File: src/rtl/lock_sequencer_pkg.sv
// Shared definitions for the lock sequencer: sequencer state encoding,
// lock-loss counter width and a counter sizing helper.
package lock_sequencer_pkg;

    // Sequencer states; the encoding is visible on the seq_state output.
    typedef enum logic [1:0] {
        ST_WAIT_LOCK = 2'd0,
        ST_HOLDOFF   = 2'd1,
        ST_RELEASE   = 2'd2,
        ST_RUN       = 2'd3
    } seq_state_e;

    localparam int unsigned STATE_W    = 2;
    localparam int unsigned LOSS_CNT_W = 8;
    localparam logic [LOSS_CNT_W-1:0] LOSS_CNT_MAX = '1;

    // Bits needed to hold max_val without wrapping; never less than one bit.
    function automatic int unsigned cnt_width(input int unsigned max_val);
        int unsigned w;
        w = $clog2(max_val + 1);
        if (w < 1) begin
            w = 1;
        end
        return w;
    endfunction

endpackage : lock_sequencer_pkg

File: src/rtl/sync_2ff.sv
// Two-flop synchronizer for a bus of independent asynchronous flags.
// Each bit is synchronized on its own; no coherency between bits is implied.
//   clk_i  : destination clock
//   rst_ni : asynchronous active-low reset, clears both flop stages
//   d_i    : asynchronous input bits
//   q_o    : synchronized bits, two clk_i edges of latency
module sync_2ff #(
    parameter int unsigned WIDTH = 1
) (
    input  logic             clk_i,
    input  logic             rst_ni,
    input  logic [WIDTH-1:0] d_i,
    output logic [WIDTH-1:0] q_o
);

    logic [WIDTH-1:0] meta_q;
    logic [WIDTH-1:0] sync_q;

    // Metastability stage followed by the settled stage.
    always_ff @(posedge clk_i or negedge rst_ni) begin
        if (!rst_ni) begin
            meta_q <= '0;
            sync_q <= '0;
        end else begin
            meta_q <= d_i;
            sync_q <= meta_q;
        end
    end

    assign q_o = sync_q;

endmodule : sync_2ff

File: src/rtl/lock_sequencer.sv
// Turns asynchronous DCM lock flags into staged active-low resets.
// The lock flags are synchronized and ANDed, qualified by a run-length
// filter, followed by a hold-off wait, after which the reset outputs are
// released one stage at a time. Losing lock in RELEASE or RUN drops every
// reset output at once and bumps a saturating loss counter.
//   input_clk       : single clock
//   reset_n         : asynchronous active-low reset
//   locked_in       : raw lock flags, asynchronous to input_clk
//   sys_reset_n     : staged active-low resets, bit 0 released first
//   all_locked      : qualified lock (HOLDOFF, RELEASE or RUN)
//   lock_loss_count : saturating count of lock-loss events
//   seq_state       : current sequencer state
// All outputs are registered copies of the internal sequencer state.
module lock_sequencer
    import lock_sequencer_pkg::*;
#(
    parameter int unsigned NUM_LOCKS      = 2,
    parameter int unsigned LOCK_FILTER    = 16,
    parameter int unsigned HOLDOFF_CYCLES = 1000,
    parameter int unsigned NUM_STAGES     = 3,
    parameter int unsigned STAGE_GAP      = 16
) (
    input  logic                  input_clk,
    input  logic                  reset_n,
    input  logic [NUM_LOCKS-1:0]  locked_in,
    output logic [NUM_STAGES-1:0] sys_reset_n,
    output logic                  all_locked,
    output logic [LOSS_CNT_W-1:0] lock_loss_count,
    output logic [STATE_W-1:0]    seq_state
);

    localparam int unsigned FILT_W = cnt_width(LOCK_FILTER);
    localparam int unsigned HOLD_W = cnt_width(HOLDOFF_CYCLES - 1);
    localparam int unsigned GAP_W  = cnt_width(STAGE_GAP - 1);

    localparam logic [FILT_W-1:0]     FILT_MAX  = FILT_W'(LOCK_FILTER);
    localparam logic [FILT_W-1:0]     FILT_ARM  = FILT_W'(LOCK_FILTER - 1);
    localparam logic [HOLD_W-1:0]     HOLD_LAST = HOLD_W'(HOLDOFF_CYCLES - 1);
    localparam logic [GAP_W-1:0]      GAP_LAST  = GAP_W'(STAGE_GAP - 1);
    localparam logic [NUM_STAGES-1:0] REL_FIRST = NUM_STAGES'(1);

    // ------------------------------------------------------------------
    // Lock synchronization
    // ------------------------------------------------------------------
    logic [NUM_LOCKS-1:0] lock_sync;
    logic                 lk;

    sync_2ff #(
        .WIDTH (NUM_LOCKS)
    ) u_lock_sync (
        .clk_i  (input_clk),
        .rst_ni (reset_n),
        .d_i    (locked_in),
        .q_o    (lock_sync)
    );

    // Clocks count as locked only when every synchronized flag is high.
    assign lk = &lock_sync;

    // ------------------------------------------------------------------
    // Sequencer state
    // ------------------------------------------------------------------
    seq_state_e              state_q, state_d;
    logic [FILT_W-1:0]       filt_q, filt_d;
    logic [HOLD_W-1:0]       hold_q, hold_d;
    logic [GAP_W-1:0]        gap_q, gap_d;
    logic [NUM_STAGES-1:0]   rel_q, rel_d;
    logic [LOSS_CNT_W-1:0]   loss_q, loss_d;

    logic [NUM_STAGES-1:0]   rel_next_c;
    logic [LOSS_CNT_W-1:0]   loss_inc_c;

    // Released bits form a thermometer code, so the next stage is one shift away.
    assign rel_next_c = rel_q | (rel_q << 1);
    assign loss_inc_c = (loss_q == LOSS_CNT_MAX) ? loss_q : loss_q + LOSS_CNT_W'(1);

    // State register and counters.
    always_ff @(posedge input_clk or negedge reset_n) begin
        if (!reset_n) begin
            state_q <= ST_WAIT_LOCK;
            filt_q  <= '0;
            hold_q  <= '0;
            gap_q   <= '0;
            rel_q   <= '0;
            loss_q  <= '0;
        end else begin
            state_q <= state_d;
            filt_q  <= filt_d;
            hold_q  <= hold_d;
            gap_q   <= gap_d;
            rel_q   <= rel_d;
            loss_q  <= loss_d;
        end
    end

    // Next-state logic. Lock loss is checked before any timer terminal
    // count so a coincident loss always wins over a release.
    always_comb begin
        state_d = state_q;
        filt_d  = filt_q;
        hold_d  = hold_q;
        gap_d   = gap_q;
        rel_d   = rel_q;
        loss_d  = loss_q;

        // Run-length filter on lk, saturating at LOCK_FILTER.
        if (!lk) begin
            filt_d = '0;
        end else if (filt_q != FILT_MAX) begin
            filt_d = filt_q + FILT_W'(1);
        end

        unique case (state_q)
            ST_WAIT_LOCK: begin
                rel_d  = '0;
                hold_d = '0;
                gap_d  = '0;
                if (lk && (filt_q == FILT_ARM)) begin
                    state_d = ST_HOLDOFF;
                end
            end

            ST_HOLDOFF: begin
                if (!lk) begin
                    // Lock never reached the outputs, so it is not a loss event.
                    state_d = ST_WAIT_LOCK;
                    hold_d  = '0;
                end else if (hold_q == HOLD_LAST) begin
                    state_d = (NUM_STAGES == 1) ? ST_RUN : ST_RELEASE;
                    rel_d   = REL_FIRST;
                    hold_d  = '0;
                    gap_d   = '0;
                end else begin
                    hold_d = hold_q + HOLD_W'(1);
                end
            end

            ST_RELEASE: begin
                if (!lk) begin
                    state_d = ST_WAIT_LOCK;
                    rel_d   = '0;
                    gap_d   = '0;
                    loss_d  = loss_inc_c;
                end else if (gap_q == GAP_LAST) begin
                    rel_d = rel_next_c;
                    gap_d = '0;
                    if (rel_next_c[NUM_STAGES-1]) begin
                        state_d = ST_RUN;
                    end
                end else begin
                    gap_d = gap_q + GAP_W'(1);
                end
            end

            ST_RUN: begin
                if (!lk) begin
                    state_d = ST_WAIT_LOCK;
                    rel_d   = '0;
                    gap_d   = '0;
                    loss_d  = loss_inc_c;
                end
            end

            default: begin
                state_d = ST_WAIT_LOCK;
                rel_d   = '0;
            end
        endcase
    end

    // ------------------------------------------------------------------
    // Output registers
    // ------------------------------------------------------------------
    logic [NUM_STAGES-1:0] sys_reset_n_q;
    logic                  all_locked_q;
    logic [LOSS_CNT_W-1:0] lock_loss_count_q;
    logic [STATE_W-1:0]    seq_state_q;

    // Registered copies keep locked_in away from any output by a flop.
    always_ff @(posedge input_clk or negedge reset_n) begin
        if (!reset_n) begin
            sys_reset_n_q     <= '0;
            all_locked_q      <= 1'b0;
            lock_loss_count_q <= '0;
            seq_state_q       <= '0;
        end else begin
            sys_reset_n_q     <= rel_q;
            all_locked_q      <= (state_q != ST_WAIT_LOCK);
            lock_loss_count_q <= loss_q;
            seq_state_q       <= state_q;
        end
    end

    assign sys_reset_n     = sys_reset_n_q;
    assign all_locked      = all_locked_q;
    assign lock_loss_count = lock_loss_count_q;
    assign seq_state       = seq_state_q;

endmodule : lock_sequencer

File: config.mk
export PLATFORM = sky130hd
export DESIGN_NAME = lock_sequencer
export DESIGN_NICKNAME = d
export VERILOG_FILES = /design/src/rtl/lock_sequencer_pkg.sv /design/src/rtl/sync_2ff.sv /design/src/rtl/lock_sequencer.sv
export SDC_FILE = /design/constraint.sdc
export NUM_CORES = 1
export LEC_CHECK = 0
export ABC_AREA = 1
export CELL_PAD_IN_SITES_DETAIL_PLACEMENT = 1
export CELL_PAD_IN_SITES_GLOBAL_PLACEMENT = 1
export CORE_MARGIN = 8
export CORE_UTILIZATION = 40
export DETAILED_ROUTE_END_ITERATION = 8
export GPL_ROUTABILITY_DRIVEN = 0
export GPL_TIMING_DRIVEN = 0
export PLACE_DENSITY_LB_ADDON = 0.1
export SLEW_MARGIN = 0
export SYNTH_ARGS = -nofsm -noshare
export SYNTH_HDL_FRONTEND = slang
export SYNTH_SLANG_ARGS = --single-unit
File: constraint.sdc
create_clock -name input_clk -period 1.4 [get_ports input_clk]
set_input_delay 0.21 -clock input_clk [delete_from_list [all_inputs] [get_ports input_clk]]
set_output_delay 0.21 -clock input_clk [all_outputs]
set_load 0.05 [all_outputs]
# Yosys cells after proc, flatten, opt, wreduce, memory -nomap -nowiden
# Index checks and enable logic that the tools add are counted.
[classes]
n_addsub = 4
n_eq_ne = 16
muxes = 25
bitwise = 3
reduce_logical = 10
[op_table]
columns = ["cell", "n"]
rows = [
  ["2-to-1 mux 10 bit", 2],
  ["2-to-1 mux 4 bit", 5],
  ["one-hot mux 10 bit (2 select lines)", 1],
  ["one-hot mux 4 bit (4 select lines)", 1],
  ["2-to-1 mux 3 bit", 5],
  ["2-to-1 mux 2 bit", 7],
  ["one-hot mux 3 bit (4 select lines)", 1],
  ["adder 10 x 1 -> 10 bit (second input constant)", 1],
  ["== test 10 bit (second input constant)", 1],
  ["2-to-1 mux 5 bit", 2],
  ["inequality test 3 bit (second input constant)", 3],
  ["adder 8 x 1 -> 8 bit (second input constant)", 1],
  ["== test 8 bit (second input constant)", 1],
  ["inequality test 2 bit (second input constant)", 4],
  ["one-hot mux 2 bit (4 select lines)", 1],
  ["AND reduction 3 bit", 2],
  ["adder 5 x 1 -> 5 bit (second input constant)", 1],
  ["== test 5 x 4 -> 1 bit (second input constant)", 1],
  ["inequality test 5 bit (second input constant)", 1],
  ["AND reduction 5 bit", 1],
  ["adder 4 x 1 -> 4 bit (second input constant)", 1],
  ["== test 2 bit (second input constant)", 2],
  ["== test 4 bit (second input constant)", 1],
  ["AND reduction 4 bit", 1],
  ["9 further kinds", 11],
]
[word_totals]
reg_bits = 50
inputBits = 4
output_inout_bits = 14
elab_cells = 70

# Logic depth before layout (Yosys ltp)
[logic_depth]
ltp_word = 5
mapped_depth = 10
mapped_depth_nobuf = 10

# Cells and area by module
# From an unflattened synthesis, not the netlist that was laid out.
[hier_totals]
cells_unflattened = 267
area_unflattened_um2 = 2387.3
[modules_own_cells]
columns = ["module", "instances", "cells_each", "area_per_inst_um2", "seq_area_each_um2"]
rows = [
  ["lock_sequencer", 1, 263, 2287.2, 1151.1],
  ["sync_2ff", 1, 4, 100.1, 100.1],
]

# Worst setup path after synthesis
# Ideal clock, no wire load.
[synth_path]
path_type = "input to register"
start = "input port state_q[1]"
end = "register hold_q[4]"
setup_ns = 0.127
arrival_time_ns = 1.307
required_time_ns = 1.273
slack_ns = -0.034
stages = 8
n_path_buf = 0
cell_sequence = "dfrtp_1 > inv_1 > ha_1 > nor2_2 > inv_1 > nand2_1 > xor2_1 > a21oi_1"
[synth_between]
elab_chain_cells = 2
elab_cells_between_ends = 4
cone_classes = "eq/ne (1); mux (1); reduce/logical (2)"
[synth_rtl]
columns = ["element", "line", "text"]
rows = [
  ["start, declared", "lock_sequencer.sv:63", "seq_state_e state_q, state_d;"],
  ["== test 2 x 1 -> 1 bit or zero test 2 bit (tied branches)", "lock_sequencer.sv:113", "unique case (state_q)"],
  ["one-hot mux 10 bit (2 select lines) or nonzero test 2 bit (tied branches)", "-", ""],
  ["end signal, assigned", "lock_sequencer.sv:89", "hold_q <= hold_d;"],
  ["end, declared", "lock_sequencer.sv:65", "logic [HOLD_W-1:0] hold_q, hold_d;"],
]
# Parallel ways exist; a longest one is shown, timed or not.
# A chain may end at the register's enable or synchronous reset.

# Final worst setup path
[layout_path]
start = "input port filt_q[0]"
end = "register filt_q[1]"
[layout_between]
elab_chain_cells = 3
elab_cells_between_ends = 5
cone_classes = "add/sub (1); eq/ne (2); mux (2)"
[layout_rtl]
columns = ["element", "line", "text"]
rows = [
  ["start, declared", "lock_sequencer.sv:64", "logic [FILT_W-1:0] filt_q, filt_d;"],
  ["adder 5 x 1 -> 5 bit", "lock_sequencer.sv:110", "filt_d = filt_q + FILT_W'(1);"],
  ["2-to-1 mux 5 bit", "lock_sequencer.sv:109", "end else if (filt_q != FILT_MAX) begin"],
  ["2-to-1 mux 5 bit", "lock_sequencer.sv:107", "if (!lk) begin"],
]
# Parallel ways exist; a longest one is shown, timed or not. The select of a mux whose other input is x is not followed.

==> results <==
flip-flops by register name, summed over array words and instances (netlist names):
signal,count
state_q,2
sys_reset_n,3
hold_q,10
u_lock_sync.meta_q,2
gap_q,4
loss_q,8
lock_loss_count,8
all_locked,1
seq_state,2
rel_q,3
u_lock_sync.q_o,2
filt_q,5
worst register-to-register path, delay by kind of cell (launching register included):
family | cells | cell delay [ns]
adders and majority gates | 1 | 0.14
buffers and inverters | 2 | 0.21
AOI/OAI and AO/OA | 1 | 0.08
DFF | 1 | 0.42
and+or+nand+nor | 4 | 0.48
Yosys cell counts, types with 2 or more instances:
master	number	area [um^2]
nor3_1	4	20.0
inv_2	3	11.3
o21ai_1	4	20.0
nor2_1	22	82.6
a21oi_1	5	25.0
nand2_2	5	31.3
nand3_1	25	125
o21ai_0	9	45.0
xor2_1	9	78.8
dfrtp_1	50	1250
o22ai_1	2	12.5
xnor2_1	3	26.3
inv_1	26	97.6
nand4_1	5	31.3
ha_1	11	138
nor2_2	4	25.0
nand2_1	74	278
worst min-delay path by stage:
| stage | endpoint | cells past startpoint |
|---|---|---|
| final | u_lock_sync.meta_q[1] | 1 |
| after global routing | u_lock_sync.meta_q[1] | 1 |
| after CTS | u_lock_sync.meta_q[1] | 1 |
| after detailed placement | lock_loss_count[3] | 1 |
| after global placement | u_lock_sync.q_o[1] | 0 |
| after floorplan | all_locked | 0 |
what timing repair did:
item / CTS / global route
pin swaps: 13 / 16
gates resized for setup: 44 / 63
cloned: 1 / 0
hold buffers: 1 / 0
setup endpoints to repair: 41 / 40
endpoints found under the hold margin: 20 / 0
buffers inserted: 16 / 12
metal layers:
layer / track usage (%) / vias up
met1: 17.8 / 939
met5: 0 / -
met3: 2.67 / 7
met2: 22.5 / 14
met4: 6.58 / 0
li1: - / 954
metrics by stage:
step / TNS, ns / utilization (%)
2_1_floorplan: -0.0464 / -
3_3_place_gp: -71.07 / 45.2
3_5_place_dp: -3.94 / 45.5
4_1_cts: -0.420 / 50.4
5_1_grt: -1.21 / 55.0
6_report: -0.227 / 55.0
logic make-up (layout without fill, tap and decap cells):
group           Yosys count  count (layout)  synth area share [%]
buf+inv                  31              86                  5.44
flops                    50              50                  53.3
fa+ha+maj                11              11                  5.87
xor+xnor                 12              12                  4.48
simple gates            143             144                  26.5
compound gates           20              20                  4.37
area by class of cell:
class	count	area, um^2	share of cell area [%]
timing repair buffer	47	385	12.1
clock inverter	3	21.3	0.669
inverter	29	119	3.74
multi-input combinational	187	1220	38.3
clock buffer	5	68.8	2.17
buffer	2	18.8	0.591
sequential	50	1250	39.4
tap	75	93.8	2.95
power by group through the flow:
stage | registers [mW] | logic [mW] | clock network (mW)
final | 1.46 | 0.0812 | 0.853
after global routing | 1.46 | 0.0939 | 0.939
after CTS | 1.46 | 0.0728 | 0.898
after detailed placement | 1.49 | 0.0653 | 0
after global placement | 1.49 | 0.0584 | 0
after floorplan | 1.48 | 0.0160 | 0
==> metrics.txt <==
logic depth of the worst path, buffers included=8; Total Nets Final=337; met3 routed wirelength=107 um; most frequently used flop master after synthesis=dfrtp_1; largest incremental delay on the critical path=0.42 ns; number of global-route vias before repair=2013; most frequent cells in the layout=nand2_1 (68), dfrtp_1 (48), buf_4 (25), nand3_1 (22), inv_1 (19); share of power burned in combinational logic=3.4%; wire per inst=14.7 um; slew at the pin closest to its max-slew limit=0.494 ns; routed length on met2=3.01 mm; maximum root-to-sink buffer count=2; most frequent standard cell in the layout excluding fill and tap cells=nand2_1; clk slew on worst S/H paths=0.09 ns; Initial DRC Count=33; slack of the critical path=-0.0499 ns; detailed-route wire length=5.85 mm; buffers added on ports=17; width of the die=92.6 um; cell class contributing the biggest share of worst-path delay=simple AND/OR/NAND/NOR gates; CP max FO=5; critical path launch point type=flop; net switching power of the design=0.560 mW; Clock Skew=0.00458 ns; YS warnings=0; Mapped Avg Cell Area=8.79 um^2; achievable frequency=690 MHz; instance area after placement=0.00263 mm^2; Data arrival, critical path=1.65 ns; final max-slew violation count=0; global-route wire length before repair=9.56 mm; flops & latches, synth=50; Sw Ratio=23.4%; detailed-route via count=1914; number of buffers added by the clock tree synthesis step=5; clk sinks=50; clock root buffer master=clkbuf_8; Sequential Power Share=60.9%; category of the worst setup path capture point=flop; leftover overflow at the end of global routing=0; count of pins on the block boundary=18; ys async rst share=100%; time the final worst path needs with I/O delays and setup=1.45 ns; type of the most critical hold path=in -> reg; standard cell core area=0.00578 mm^2; H-tree levels=2; worst max-slew margin expressed relative to the limit=67.0%; Setup Slack @ Placement=-0.277 ns; overall power consumption=2.39 mW; Yosys cell types=23; sequential cell area fraction in the yosys report=53.3%; post-detailed-route count of antenna-violating nets=0; master of the slowest instance on the critical path=dfrtp_1; Cell Area, Synth=0.00235 mm^2; static leakage power=1.50 nW; Starting Density=40.6%; cell-by-cell trace of the critical path=buf_4, inv_2, ha_1, nand2_1, nor3_2, nand2_2, nand3_2, o21ai_0; Initial DRT Pass Iterations=4; status=finished with violations; Setup Viol. Count Final=7; number of fill cells in the layout=662; data required time of the critical path=1.60 ns; critical hold path startpoint=locked_in[1]; capture point of the critical path=filt_q[1]; number of antenna violations at the first check in global routing=0; Fin. Hold Viols=0; drt drc=0; share of final-layout standard cells stronger than drive strength 1=31.6%; TritonCTS clock tree=yes; start of the worst register-to-register path=filt_q[0]; post-placement cell count=360; overall routing resource usage=14.0%; RSZ-0062 raised after global routing=true; HPWL Detailed=3.71 mm; Area growth syn-to-layout=35.5%; number of synthesized flops with an enable pin=0; Cell Pwr Density=753 mW/mm^2; cell count after synthesis=267; violations in the final reports=negative setup slack; syn nets=282; worst reg-to-reg path cell count=8; area of all placed cells without fillers=0.00318 mm^2; Avg Vias per Cell=4.81; Inserted Diodes=0; Clk pwr share=35.7%; max-capacitance violation count=0; Worst Setup SP=filt_q[0]; CP Class=reg -> reg; Die Footprint=0.00857 mm^2; floorplan die height=92.6 um; post-layout instance count excluding filler cells=398; pin count of the biggest net entering global routing=31; Worst Hold Slack=0.340 ns; Worst R2R Setup Slack=-0.05 ns; highest layer used for signal routing=met4; met1 wire length=2.64 mm; worst reg2reg endpoint=filt_q[1]; Rows=28; internal power=1.83 mW; final period utilization=104%; worst skew pair latency=0.31 ns; Peak VDD IR=486 uV; count of buffer and inverter cells on the critical path=2
Power figures use the tool's default switching activity.
